[config.mk]
export PLATFORM = sky130hd
export DESIGN_NAME = flash_sample_reader
export DESIGN_NICKNAME = d
export VERILOG_FILES = /design/src/rtl/flash_sample_reader.sv
export SDC_FILE = /design/constraint.sdc
export NUM_CORES = 1
export LEC_CHECK = 0
export ABC_AREA = 1
export CELL_PAD_IN_SITES_DETAIL_PLACEMENT = 1
export CELL_PAD_IN_SITES_GLOBAL_PLACEMENT = 1
export CORE_MARGIN = 10
export CORE_UTILIZATION = 39
export CTS_CLUSTER_DIAMETER = 30
export CTS_CLUSTER_SIZE = 14
export DETAILED_ROUTE_END_ITERATION = 8
export PLACE_DENSITY = 0.82
export SETUP_SLACK_MARGIN = 0.3
export SLEW_MARGIN = 40
export SYNTH_ARGS = -nofsm -noshare
export SYNTH_HDL_FRONTEND = slang
export SYNTH_SLANG_ARGS = --single-unit
[constraint.sdc]
create_clock -name clk -period 3.3 [get_ports clk]
set_input_delay 0.66 -clock clk [delete_from_list [all_inputs] [get_ports clk]]
set_output_delay 0.66 -clock clk [all_outputs]
set_load 0.02 [all_outputs]
[src/rtl/flash_sample_reader.sv]
// Streams audio samples from a word-wide Avalon-MM flash, keeping one word
// buffered so neighbouring samples in the same word need no further bus read.
module flash_sample_reader #(
    parameter int  ADDR_W   = 23,
    parameter int  WORD_W   = 32,
    parameter int  SAMPLE_W = 16,
    localparam int SPW      = WORD_W / SAMPLE_W,
    localparam int LSPW     = $clog2(SPW),
    localparam int WADDR_W  = ADDR_W - LSPW
) (
    input  logic                clk,
    input  logic                rst,
    input  logic                play_en,
    input  logic                restart,
    input  logic                dir,
    input  logic                loop,
    input  logic [ADDR_W-1:0]   start_addr,
    input  logic [ADDR_W-1:0]   end_addr,
    output logic [WADDR_W-1:0]  address,
    output logic                read,
    input  logic                waitrequest,
    input  logic [WORD_W-1:0]   readdata,
    input  logic                readdatavalid,
    output logic [SAMPLE_W-1:0] sample_data,
    output logic                sample_valid,
    input  logic                sample_ready,
    output logic                done,
    output logic                range_err,
    output logic [2:0]          state_dbg
);

    typedef enum logic [2:0] {
        IDLE, REQ, WAIT_DATA, PRESENT, ADVANCE, HOLD, DONE
    } state_t;

    state_t              state, state_nxt;
    logic [ADDR_W-1:0]   idx, idx_nxt, adv_idx, reload_idx, shift_amt;
    logic                adv_end;
    logic                pending, pending_nxt;
    logic                range_err_nxt;
    logic                buf_valid, buf_load;
    logic [WADDR_W-1:0]  buf_word;
    logic [WORD_W-1:0]   buf_data;

    function automatic logic [WADDR_W-1:0] word_of(input logic [ADDR_W-1:0] i);
        return WADDR_W'(i >> LSPW);
    endfunction

    // Where to go once a new idx is known: pause, reuse the buffered word, or fetch.
    function automatic state_t follow_on(input logic run, input logic hit);
        if (!run)
            return HOLD;
        else if (hit)
            return PRESENT;
        else
            return REQ;
    endfunction

    // Sample stream handshake: a sample transfers on a rising edge where
    // sample_valid and sample_ready are both 1; while sample_valid=1 and
    // sample_ready=0, sample_data holds. A restart wins over a same-cycle accept.
    assign read         = (state == REQ);
    assign address      = word_of(idx);
    assign sample_valid = (state == PRESENT);
    assign shift_amt    = (idx & ADDR_W'(SPW - 1)) * ADDR_W'(SAMPLE_W);
    assign sample_data  = (state == PRESENT) ? SAMPLE_W'(buf_data >> shift_amt) : '0;
    assign done         = (state == DONE) ||
                          (state == ADVANCE && adv_end && !loop && !restart);
    assign state_dbg    = state;

    always_comb begin
        state_nxt     = state;
        idx_nxt       = idx;
        pending_nxt   = pending;
        range_err_nxt = range_err;
        buf_load      = 1'b0;
        reload_idx    = dir ? start_addr : end_addr;
        adv_end       = 1'b0;
        adv_idx       = idx;
        if (dir) begin
            if (idx == end_addr) begin
                adv_end = 1'b1;
                adv_idx = start_addr;
            end else begin
                adv_idx = idx + 1'b1;
            end
        end else begin
            if (idx == start_addr) begin
                adv_end = 1'b1;
                adv_idx = end_addr;
            end else begin
                adv_idx = idx - 1'b1;
            end
        end

        case (state)
            IDLE: begin
                if (play_en) begin
                    if (start_addr <= end_addr) begin
                        idx_nxt       = reload_idx;
                        range_err_nxt = 1'b0;
                        state_nxt     = REQ;
                    end else begin
                        range_err_nxt = 1'b1;
                    end
                end
            end
            REQ: begin
                if (restart)
                    pending_nxt = 1'b1;
                if (!waitrequest)
                    state_nxt = WAIT_DATA;
            end
            WAIT_DATA: begin
                if (restart)
                    pending_nxt = 1'b1;
                if (readdatavalid) begin
                    buf_load = 1'b1;
                    // A restart seen during the read: keep the word, never show it.
                    if (pending || restart) begin
                        pending_nxt = 1'b0;
                        idx_nxt     = reload_idx;
                        state_nxt   = follow_on(play_en, word_of(reload_idx) == word_of(idx));
                    end else begin
                        state_nxt = PRESENT;
                    end
                end
            end
            PRESENT: begin
                if (restart) begin
                    idx_nxt   = reload_idx;
                    state_nxt = HOLD;
                end else if (sample_ready) begin
                    state_nxt = ADVANCE;
                end
            end
            ADVANCE: begin
                if (restart) begin
                    idx_nxt   = reload_idx;
                    state_nxt = HOLD;
                end else if (adv_end && !loop) begin
                    state_nxt = DONE;
                end else begin
                    idx_nxt   = adv_idx;
                    state_nxt = follow_on(play_en,
                                          buf_valid && word_of(adv_idx) == buf_word);
                end
            end
            HOLD: begin
                if (restart)
                    idx_nxt = reload_idx;
                else if (play_en)
                    state_nxt = follow_on(1'b1, buf_valid && word_of(idx) == buf_word);
            end
            DONE: begin
                if (restart || !play_en)
                    state_nxt = IDLE;
            end
            default: state_nxt = IDLE;
        endcase
    end

    always_ff @(posedge clk or posedge rst) begin
        if (rst) begin
            state     <= IDLE;
            idx       <= '0;
            pending   <= 1'b0;
            range_err <= 1'b0;
            buf_valid <= 1'b0;
            buf_word  <= '0;
            buf_data  <= '0;
        end else begin
            state     <= state_nxt;
            idx       <= idx_nxt;
            pending   <= pending_nxt;
            range_err <= range_err_nxt;
            if (buf_load) begin
                buf_data  <= readdata;
                buf_word  <= word_of(idx);
                buf_valid <= 1'b1;
            end
        end
    end

endmodule

Yosys cells after proc, flatten, opt, wreduce, memory -nomap -nowiden

Index checks and enable logic that the tools add are counted.

Input port bits: 87
Bits in registers: 83
Output and inout port bits: 45
Word-level logic and storage cells: 93

Shift-type cells: 1
$lt $le $gt $ge: 1
Reductions and logical operators: 19
Add/subtract/negate cells: 2
Eq/ne operators: 22
Multiplexer cells: 41

Operators with widths:

| kind                                                                     | number |
|---|---|
| 23-bit two-way mux                                                       | 11 |
| 23-bit one-hot mux with 4 select lines                                   | 1 |
| 22-bit == test                                                           | 3 |
| 23-bit == test                                                           | 2 |
| 3-bit two-way mux                                                        | 14 |
| 32-bit by 5-bit right shift with 16-bit output                           | 1 |
| 23-bit by 1-bit adder with 23-bit output (second input constant)         | 1 |
| 23-bit <= comparator                                                     | 1 |
| 23-bit by 1-bit subtractor with 23-bit output (second input constant)    | 1 |
| 3-bit one-hot mux with 7 select lines                                    | 1 |
| 16-bit two-way mux                                                       | 1 |
| 2-bit inequality test (second input constant)                            | 7 |
| 3-bit == test (second input constant)                                    | 3 |
| 1-bit two-way mux                                                        | 9 |
| 8-bit AND reduction                                                      | 1 |
| 7-bit AND reduction                                                      | 1 |
| 3-bit by 2-bit == test with 1-bit output (second input constant)         | 2 |
| 1-bit logical AND                                                        | 6 |
| 2-bit two-way mux                                                        | 3 |
| 2-bit by 1-bit inequality test with 1-bit output (second input constant) | 2 |
| 4-bit nonzero test                                                       | 1 |
| 3-bit by 1-bit == test with 1-bit output (second input constant)         | 1 |
| 1-bit zero test                                                          | 3 |
| 3-bit zero test                                                          | 1 |
| other kinds (7)                                                          | 9 |

Longest topological paths before layout

Gate-level depths: netlist of run 1.

Depth after elaboration: 10
Depth in mapped cells: 22
Mapped depth without buffers: 21

Worst setup path after synthesis of run 1

Ideal clock, no wire load.

Kind: input to output
Start point: input end_addr[14]
End point: output done
Stages: 12
Path slack: 0.456 ns
Required time: 2.640 ns
Buffers on the path: 0
Arrival time: 2.184 ns
Cell sequence: inv_1 nand2_1 nand2_1 nor2_1 nand2_1 nor2_2 nand3_4 nand2_4 inv_2 nor3_4 nand2_2 o21ai_0

Longest elaborated chain between the ends: 7

Ends and longest elaborated chain:

| element                         | line | text |
|---|---|---|
| start: declaration              | 18   | `input logic [ADDR_W-1:0] end_addr,` |
| 23-bit == test                  | 81   | `if (idx == end_addr) begin` |
| 1-bit two-way mux               | 81   |  |
| 1-bit two-way mux               | 80   | `if (dir) begin` |
| 1-bit logical AND (3 in series) | 68   | `(state == ADVANCE && adv_end && !loop && !restart);` |
| 1-bit logical OR                | 67   | `assign done = (state == DONE) \|\|` |
| end: declaration                | 27   | `output logic done,` |

Every way passes these cells.

Worst setup path after layout of run 1

Start point: input end_addr[1]
End point: register state[1] (netlist: state_dbg[1])

Longest elaborated chain between the ends: 10
Elaborated cells on any way between the ends: 23
Those cells by class: 1 x order compare; 4 x eq/ne; 15 x mux; 3 x reduce/logical

Ends and longest elaborated chain:

| element                               | line | text |
|---|---|---|
| 23-bit == test                        | 81   |  |
| 23-bit two-way mux                    | 81   |  |
| 23-bit two-way mux                    | 80   |  |
| 22-bit == test                        | 146  | `buf_valid && word_of(adv_idx) == buf_word);` |
| 1-bit logical AND                     | 146  |  |
| 2-bit two-way mux                     | 53   | `else if (hit)` |
| 3-bit two-way mux                     | 51   | `if (!run)` |
| 3-bit two-way mux                     | 141  | `end else if (adv_end && !loop) begin` |
| 3-bit two-way mux                     | 138  | `if (restart) begin` |
| 3-bit one-hot mux with 7 select lines | 96   | `case (state)` |
| end signal: assignment                | 173  | `state <= state_nxt;` |
| end: declaration                      | 36   | `state_t state, state_nxt;` |

Several ways; a longest one is shown, not always the timed one. The select of a mux whose other input is x is not followed.
A chain may end at the register's enable or synchronous reset.

==> metrics.txt, run 1 <==
# TYPE chip_impl_metric gauge
chip_impl_info{name="status",value="completed"} 1
chip_impl_metric{name="fin_total_pwr",unit="mW"} 10.2
chip_impl_metric{name="hold_ws",unit="ps"} 516
chip_impl_metric{name="multi_input_comb_area",unit="mm2"} 0.00595
chip_impl_metric{name="io_pins",unit=""} 132
chip_impl_metric{name="source_to_sink_clock_delay_at_the_later_pin_of_the_worst_skew_pair",unit="ps"} 360
chip_impl_metric{name="syn_avg_cell_area",unit="um2"} 6.28
chip_impl_metric{name="overflow",unit=""} 0
chip_impl_metric{name="r2r_setup_slk",unit="ps"} 410
chip_impl_metric{name="hold_violations",unit=""} 0
chip_impl_info{name="worst_setup_path_start_kind",value="input port"} 1
chip_impl_metric{name="synthDistinctLibCells",unit=""} 48
chip_impl_info{name="clock_tree.root_cell",value="clkbuf_16"} 1
chip_impl_metric{name="drc",unit=""} 0
chip_impl_metric{name="cts-hold-fix-buffers",unit=""} 0
chip_impl_metric{name="first_iter_violations",unit=""} 869
chip_impl_metric{name="first_pass_grt_wire_length",unit="mm"} 64.2
chip_impl_metric{name="cts_inserted_buffers",unit=""} 9
chip_impl_info{name="cts_tree",value="built"} 1
chip_impl_metric{name="power_leakage",unit="nW"} 6.01
chip_impl_metric{name="worstHoldPathCells",unit=""} 1
chip_impl_metric{name="ys_seq_elements",unit=""} 83
chip_impl_info{name="capture_instance_of_the_worst_register_to_register_path",value="state_dbg[1]"} 1
chip_impl_metric{name="total_of_buffers_placed_on_input_and_output_ports",unit=""} 131
chip_impl_metric{name="number_of_synthesized_flops_with_an_enable_pin",unit=""} 0
chip_impl_metric{name="worst_pin_slew",unit="ps"} 728
chip_impl_metric{name="ctsLongestPathBuffers",unit=""} 2
chip_impl_metric{name="critical-path-max-stage-delay",unit="ps"} 300
chip_impl_metric{name="finalWorstSetupSlack",unit="ps"} 296
chip_impl_metric{name="critical_path.max_fanout",unit=""} 4
chip_impl_info{name="final_common_cell",value="nand2_1"} 1
chip_impl_metric{name="sequential_cell_area",unit="mm2"} 0.00208
chip_impl_info{name="critical_path.slowest_cell",value="nand4_1"} 1
chip_impl_metric{name="final_layout_size_suffix_gt1_share",unit="%"} 26.8
chip_impl_metric{name="power-per-cell-area",unit="mW/mm2"} 843
chip_impl_metric{name="drt.antenna.violating_nets",unit=""} 0
chip_impl_metric{name="tns",unit="ps"} 0
chip_impl_metric{name="peakVddDrop",unit="V"} 0.000410
chip_impl_metric{name="htreeDepth",unit=""} 3
chip_impl_info{name="crit_start",value="end_addr[1]"} 1
chip_impl_metric{name="cts_num_sinks",unit=""} 83
chip_impl_metric{name="syn-num-nets",unit=""} 1494
chip_impl_metric{name="layoutNonFillerInstCount",unit=""} 1916
chip_impl_info{name="rsz0062_at_grt",value="false"} 1
chip_impl_metric{name="drt_pass1_iterations",unit=""} 5
chip_impl_metric{name="grt_usage",unit="%"} 28.4
chip_impl_metric{name="num-nets-final",unit=""} 1743
chip_impl_metric{name="area_growth_syn_to_layout",unit="%"} 39.7
chip_impl_metric{name="fp.dieArea",unit="mm2"} 0.0286
chip_impl_metric{name="finalWirelength",unit="mm"} 43.5
chip_impl_info{name="critical-path-top-delay-family",value="simple AND/OR/NAND/NOR gates"} 1
chip_impl_metric{name="syn-instance-count",unit=""} 1382
chip_impl_metric{name="period_needed",unit="ps"} 3000
chip_impl_metric{name="dieWidth",unit="um"} 169
chip_impl_metric{name="std_cell_rows",unit=""} 54
chip_impl_metric{name="final_min_period_over_clock_period",unit="%"} 91.0
chip_impl_info{name="cp_cell_sequence",value="clkdlybuf4s15_2 -> inv_1 -> buf_4 -> ha_4 -> nand2_2 -> o21ai_2 -> nand4_1 -> o211ai_1 -> nand3_1 -> nand4_1 -> nand3_4 -> o21ai_4 -> buf_6 -> buf_4 -> inv_1 -> nand4_1 -> nor2_1 -> nand2_1 -> nand2_1"} 1
chip_impl_info{name="worstHoldPathType",value="reg2reg"} 1
chip_impl_metric{name="core-area",unit="mm2"} 0.0219
chip_impl_info{name="critical-path-top-cell-by-count",value="nand4_1"} 1
chip_impl_metric{name="grt_max_degree",unit=""} 57
chip_impl_metric{name="post-place-ws",unit="ps"} -678
chip_impl_metric{name="vias",unit=""} 10900
chip_impl_metric{name="ys_seq_area_share",unit="%"} 23.9
chip_impl_metric{name="floorplan.initialDensity",unit="%"} 39.7
chip_impl_metric{name="placed_cells_incl_taps",unit=""} 1874
chip_impl_metric{name="cap_viol_max_count",unit=""} 0
chip_impl_info{name="synth_ff_type",value="dfrtp_1"} 1
chip_impl_metric{name="dpl.hpwl",unit="mm"} 31.8
chip_impl_info{name="worstHoldEndpoint",value="buf_data[18]"} 1
chip_impl_metric{name="n_antenna_cell",unit=""} 0
chip_impl_info{name="most_frequent_cells_in_the_layout",value="nand2_1, buf_4, inv_1"} 1
chip_impl_metric{name="antenna_found_initial",unit=""} 0
chip_impl_metric{name="mappedNetlistArea",unit="mm2"} 0.00868
chip_impl_metric{name="async_reset_ff_share",unit="%"} 100
chip_impl_info{name="hold_path.startpoint",value="buf_data[18]"} 1
chip_impl_metric{name="critPathRequiredTime",unit="ps"} 3550
chip_impl_metric{name="timing.reg2reg.worst_path_depth",unit=""} 20
chip_impl_metric{name="max_slew_margin",unit="%"} 51.4
chip_impl_info{name="critical_path_class",value="in2reg"} 1
chip_impl_metric{name="timing.critical_path.buf_inv",unit=""} 6
chip_impl_metric{name="worst_setup_hold_path_clk_slew",unit="ps"} 80
chip_impl_info{name="worst_r2r_startpoint",value="idx[1]"} 1
chip_impl_metric{name="gp_routability_congestion",unit=""} 0.967
chip_impl_metric{name="grt_pass1_vias",unit=""} 11300
chip_impl_metric{name="die_h",unit="um"} 169
chip_impl_info{name="setup.worst_path.end_class",value="flip-flop"} 1
chip_impl_metric{name="yosys_warnings",unit=""} 0
chip_impl_metric{name="routedWlPerCell",unit="um"} 22.7
chip_impl_metric{name="worstPathArrival",unit="ps"} 3250
chip_impl_metric{name="count_of_fill_cells_added_during_filler_insertion",unit=""} 2938
chip_impl_metric{name="post_drt_via_cell_ratio",unit=""} 5.67
chip_impl_metric{name="final.setup_skew",unit="ps"} 11.0
chip_impl_metric{name="fmax",unit="GHz"} 0.333
chip_impl_metric{name="final_max_slew_viol_count",unit=""} 0
chip_impl_metric{name="setup_viol_count_final",unit=""} 0
==> through the flow <==
step           util [%]  cell area, um2
3_5_place_dp       50.7           11100
3_3_place_gp       50.7           11100
5_1_grt            55.4           12100
2_1_floorplan         -            8680
6_report           55.4           12100
4_1_cts            53.9           11800
==> metal layers <==
| layer | GRT usage (%) | wire length (um) |
|---|---|---|
| met5 | 0 | 0 |
| met4 | 12.7 | 2140 |
| met3 | 6.74 | 3700 |
| met2 | 47.2 | 20900 |
| met1 | 34.2 | 16700 |
==> state kept, by name, indices dropped and copies added (netlist names) <==
register / count
buf_word: 22
pending: 1
state_dbg: 3
buf_valid: 1
idx: 23
range_err: 1
buf_data: 32
==> Yosys cell counts (4+ instances only) <==
cell       instances  share of area [%]
a21oi_1           25                1.4
nand3_1           95                5.5
o2111ai_1          4               0.40
nor2_4             6               0.78
o211ai_2           5               0.72
nor2_1           111                4.8
xor2_1            38                3.8
o22ai_1           12               0.86
inv_4              6               0.43
nor3_1            13               0.75
xnor2_1           11                1.1
o21ai_0           77                4.4
clkbuf_1          20               0.86
nand2_1          487                 21
o21ai_1           19                1.1
dfrtp_1           83                 24
buf_2             14               0.81
nand2_2            6               0.43
inv_2              8               0.35
buf_6              7               0.91
mux2_2            26                3.4
a221oi_1           4               0.40
o21ai_2           15                1.5
ha_1              25                3.6
or2_2              4               0.29
inv_1            139                6.0
nand4_1           43                3.1
buf_4             40                3.5
nor2_2             8               0.58
==> cell families after synthesis <==
kind of cell / after synthesis / synth area share (%)
buf+inv: 240 / 13.3
flops: 83 / 23.9
fa+ha+maj: 25 / 3.60
mux: 26 / 3.37
simple gates: 788 / 39.0
compound gates: 171 / 11.8
xor+xnor: 49 / 4.94
==> final cells by class <==
class | instances | area share, %
Clock buffer | 9 | 1.86
Clock inverter | 7 | 0.609
Multi-Input combinational cell | 1059 | 49.0
Inverter | 155 | 5.19
Tap cell | 280 | 2.89
Timing Repair Buffer | 323 | 23.2
Sequential cell | 83 | 17.2
==> power breakdown <==
| part | leakage (nW) | internal (mW) | total [mW] | switching, mW |
|---|---|---|---|---|
| clock network | 0.148 | 0.540 | 1.09 | 0.552 |
| logic | 4.86 | 2.84 | 7.07 | 4.23 |
| registers | 1.00 | 1.52 | 2.07 | 0.553 |
| total | 6.01 | 4.89 | 10.2 | 5.33 |
==> worst max-delay path by stage <==
stage / end / slack, ps / cells after the start
final: state_dbg[1] / 300 / 19
after global routing: done / 230 / 13
after CTS: done / 280 / 13
after detailed placement: idx[14] / -680 / 18
after global placement: done / -600 / 14
after floorplan: done / 460 / 12
==> worst reg2reg max path: cells and delay by family (launching register included) <==
kind | cells | cell delay, ps
AND/OR/NAND/NOR | 18 | 2090
buffers and inverters | 2 | 280
flip-flops | 1 | 470
==> what timing repair did <==
action                     4_1_cts  5_1_grt
pin swaps                       36       43
gates cloned                     2        1
buffers inserted                 9       14
gates resized for setup        162      118
setup endpoints to repair       27       27
No activity file was read; power rests on OpenSTA's default activity.
==> run 2: changes to the inputs <==
- CELL_PAD_IN_SITES_DETAIL_PLACEMENT: 1 -> unset
- CELL_PAD_IN_SITES_GLOBAL_PLACEMENT: 1 -> unset
- CORE_UTILIZATION: 39 -> 35
- PLACE_DENSITY: 0.82 -> 0.56
==> metrics.txt, run 2 (same netlist as run 1, synthesis figures left out) <==
# TYPE chip_impl_metric gauge
chip_impl_metric{name="total_of_buffers_placed_on_input_and_output_ports",unit=""} 131
chip_impl_metric{name="core-area",unit="mm2"} 0.0244
chip_impl_metric{name="timing.critical_path.buf_inv",unit=""} 4
chip_impl_metric{name="cts_inserted_buffers",unit=""} 9
chip_impl_info{name="cts_tree",value="built"} 1
chip_impl_metric{name="antenna_found_initial",unit=""} 2
chip_impl_metric{name="fmax",unit="GHz"} 0.339
chip_impl_metric{name="layoutNonFillerInstCount",unit=""} 1957
chip_impl_metric{name="die_h",unit="um"} 178
chip_impl_info{name="setup.worst_path.end_class",value="output pin"} 1
chip_impl_metric{name="grt_usage",unit="%"} 23.4
chip_impl_metric{name="drt_pass1_iterations",unit=""} 5
chip_impl_metric{name="power_leakage",unit="nW"} 5.97
chip_impl_metric{name="floorplan.initialDensity",unit="%"} 35.6
chip_impl_metric{name="final_area",unit="mm2"} 0.0119
chip_impl_metric{name="worst_setup_hold_path_clk_slew",unit="ps"} 70
chip_impl_metric{name="peakVddDrop",unit="V"} 0.000291
chip_impl_metric{name="final_min_period_over_clock_period",unit="%"} 89.3
chip_impl_info{name="critical_path_class",value="in2out"} 1
chip_impl_metric{name="drc",unit=""} 0
chip_impl_info{name="status",value="completed"} 1
chip_impl_metric{name="critPathRequiredTime",unit="ps"} 2640
chip_impl_metric{name="post_drt_via_cell_ratio",unit=""} 5.12
chip_impl_info{name="clock_tree.root_cell",value="clkbuf_16"} 1
chip_impl_metric{name="cts_num_sinks",unit=""} 83
chip_impl_info{name="critical-path-top-delay-family",value="simple AND/OR/NAND/NOR gates"} 1
chip_impl_metric{name="hold_violations",unit=""} 0
chip_impl_info{name="final_common_cell",value="nand2_1"} 1
chip_impl_metric{name="num-nets-final",unit=""} 1739
chip_impl_metric{name="routedWlPerCell",unit="um"} 18.9
chip_impl_metric{name="relative_contribution_of_the_clock_network_to_total_power",unit="%"} 11.3
chip_impl_metric{name="dieWidth",unit="um"} 178
chip_impl_metric{name="period_needed",unit="ps"} 2950
chip_impl_metric{name="post_dp_cell_area",unit="mm2"} 0.0112
chip_impl_metric{name="cap_viol_max_count",unit=""} 0
chip_impl_metric{name="worst_pin_slew",unit="ps"} 618
chip_impl_metric{name="grt_max_degree",unit=""} 37
chip_impl_metric{name="first_pass_grt_wire_length",unit="mm"} 57.2
chip_impl_metric{name="drt.antenna.violating_nets",unit=""} 0
chip_impl_metric{name="p_comb_share",unit="%"} 67.7
chip_impl_metric{name="critical-path-max-stage-delay",unit="ps"} 230
chip_impl_metric{name="htreeDepth",unit=""} 3
chip_impl_metric{name="cts-hold-fix-buffers",unit=""} 0
chip_impl_info{name="worst_setup_path_start_kind",value="input port"} 1
chip_impl_metric{name="power.net_switching",unit="mW"} 4.90
chip_impl_metric{name="final_core_util",unit="%"} 48.7
chip_impl_metric{name="critical_path.max_fanout",unit=""} 3
chip_impl_metric{name="setup_viol_count_final",unit=""} 0
chip_impl_metric{name="std_cell_rows",unit=""} 57
chip_impl_metric{name="dpl.hpwl",unit="mm"} 28.8
chip_impl_metric{name="ctsLongestPathBuffers",unit=""} 2
chip_impl_info{name="regMostFlops",value="buf_data"} 1
chip_impl_metric{name="finalWirelength",unit="mm"} 37.0
chip_impl_metric{name="gp_routability_congestion",unit=""} 0.981
chip_impl_metric{name="vias",unit=""} 10000
chip_impl_metric{name="power.sequential.fraction",unit="%"} 21.0
chip_impl_metric{name="grt_pass1_vias",unit=""} 9811
chip_impl_info{name="worstHoldPathType",value="reg2reg"} 1
chip_impl_info{name="rsz0062_at_grt",value="true"} 1
chip_impl_metric{name="final_max_slew_viol_count",unit=""} 0
chip_impl_info{name="most_frequent_cells_in_the_layout",value="nand2_1, buf_4, inv_1"} 1
chip_impl_metric{name="source_to_sink_clock_delay_at_the_later_pin_of_the_worst_skew_pair",unit="ps"} 360
chip_impl_metric{name="internal-power",unit="mW"} 4.72
chip_impl_metric{name="worstPathArrival",unit="ps"} 2290
chip_impl_metric{name="io_pins",unit=""} 132
chip_impl_metric{name="largest_register_ffs",unit=""} 32
chip_impl_metric{name="tns",unit="ps"} 0
chip_impl_info{name="critical_path.slowest_cell",value="nor3_4"} 1
chip_impl_metric{name="area_growth_syn_to_layout",unit="%"} 36.8
chip_impl_metric{name="power-per-cell-area",unit="mW/mm2"} 810
chip_impl_metric{name="power.switching_fraction",unit="%"} 51.0
chip_impl_metric{name="first_iter_violations",unit=""} 815
chip_impl_info{name="largest_registers",value="buf_data x32, idx x23, buf_word x22"} 1
chip_impl_info{name="cp_cell_sequence",value="clkdlybuf4s15_1 -> inv_2 -> nand2_1 -> nand2_1 -> nor2_2 -> nand2_2 -> nor2_4 -> nand3_4 -> nand2_4 -> inv_4 -> nor3_4 -> nand2_2 -> o21ai_2 -> buf_6"} 1
chip_impl_metric{name="fp.dieArea",unit="mm2"} 0.0315
chip_impl_metric{name="final.setup_skew",unit="ps"} 14.7
chip_impl_metric{name="placed_cells_incl_taps",unit=""} 1925
chip_impl_metric{name="overflow",unit=""} 0
chip_impl_metric{name="max_slew_margin",unit="%"} 58.4
chip_impl_metric{name="final_layout_size_suffix_gt1_share",unit="%"} 23.9
run 2: cell count changes in the layout (fill, tap and decap cells not counted), sizes merged:
cell,before,now
dlygate4sd2,5,14
inv,157,158
clkbuf,29,25
buf,197,190
clkdlybuf4s15,18,16
clkinv,5,4
diode,0,1
run 2: layout make-up:
cell class,instances,area (um2)
fillers,2592,12500
multi-input cells,1059,5750
repair buffers,319,2730
flip-flops and latches,83,2080
inverters,155,611
well taps,324,405
clock buffers,9,225
clock inverters,7,76.3
diodes,1,2.50
run 2: power groups by stage:
stage	Combinational (mW)	Clock (mW)	Sequential, mW
2_1_floorplan	4.11	0	1.81
6_report	6.51	1.08	2.02
3_3_place_gp	5.97	0	2.01
4_1_cts	6.34	1.10	2.01
5_1_grt	7.13	1.14	2.11
3_5_place_dp	5.98	0	2.02
run 2: timing repair:
| item | in CTS | in global routing |
|---|---|---|
| gates cloned | 1 | 0 |
| setup buffers | 8 | 6 |
| pin swaps | 44 | 41 |
| endpoints found under the setup margin | 27 | 27 |
| gates resized for setup | 108 | 91 |
run 2: final timing paths:
path                         startpoint            to  slack (ps)  depth (start not counted)
max in group asynchronous           rst        idx[1]        1920                          3
max                        end_addr[10]          done         350                         14
min                         buf_data[6]   buf_data[6]         510                          1
min in group asynchronous           rst   buf_data[9]         680                          2
min reg2reg                 buf_data[6]   buf_data[6]         510                          1
max reg2reg                      idx[1]  state_dbg[1]         500                         20
run 2: through the flow:
step	power (mW)	setup slack, ps	hold slack [ps]
4_1_cts	9.45	287	512
5_1_grt	10.4	278	518
3_5_place_dp	8.00	-594	493
3_3_place_gp	7.98	-526	487
2_1_floorplan	5.93	456	435
6_report	9.62	353	507
run 2: routing by layer:
layer	wire length (um)	up-vias	part of all wire (%)	track usage [%]
li1	-	4934	-	-
met1	15900	4582	43	30.2
met2	16400	398	44	36.4
met3	2970	100	8.0	5.08
met4	1790	2	4.8	11.4
met5	13	-	0.035	0
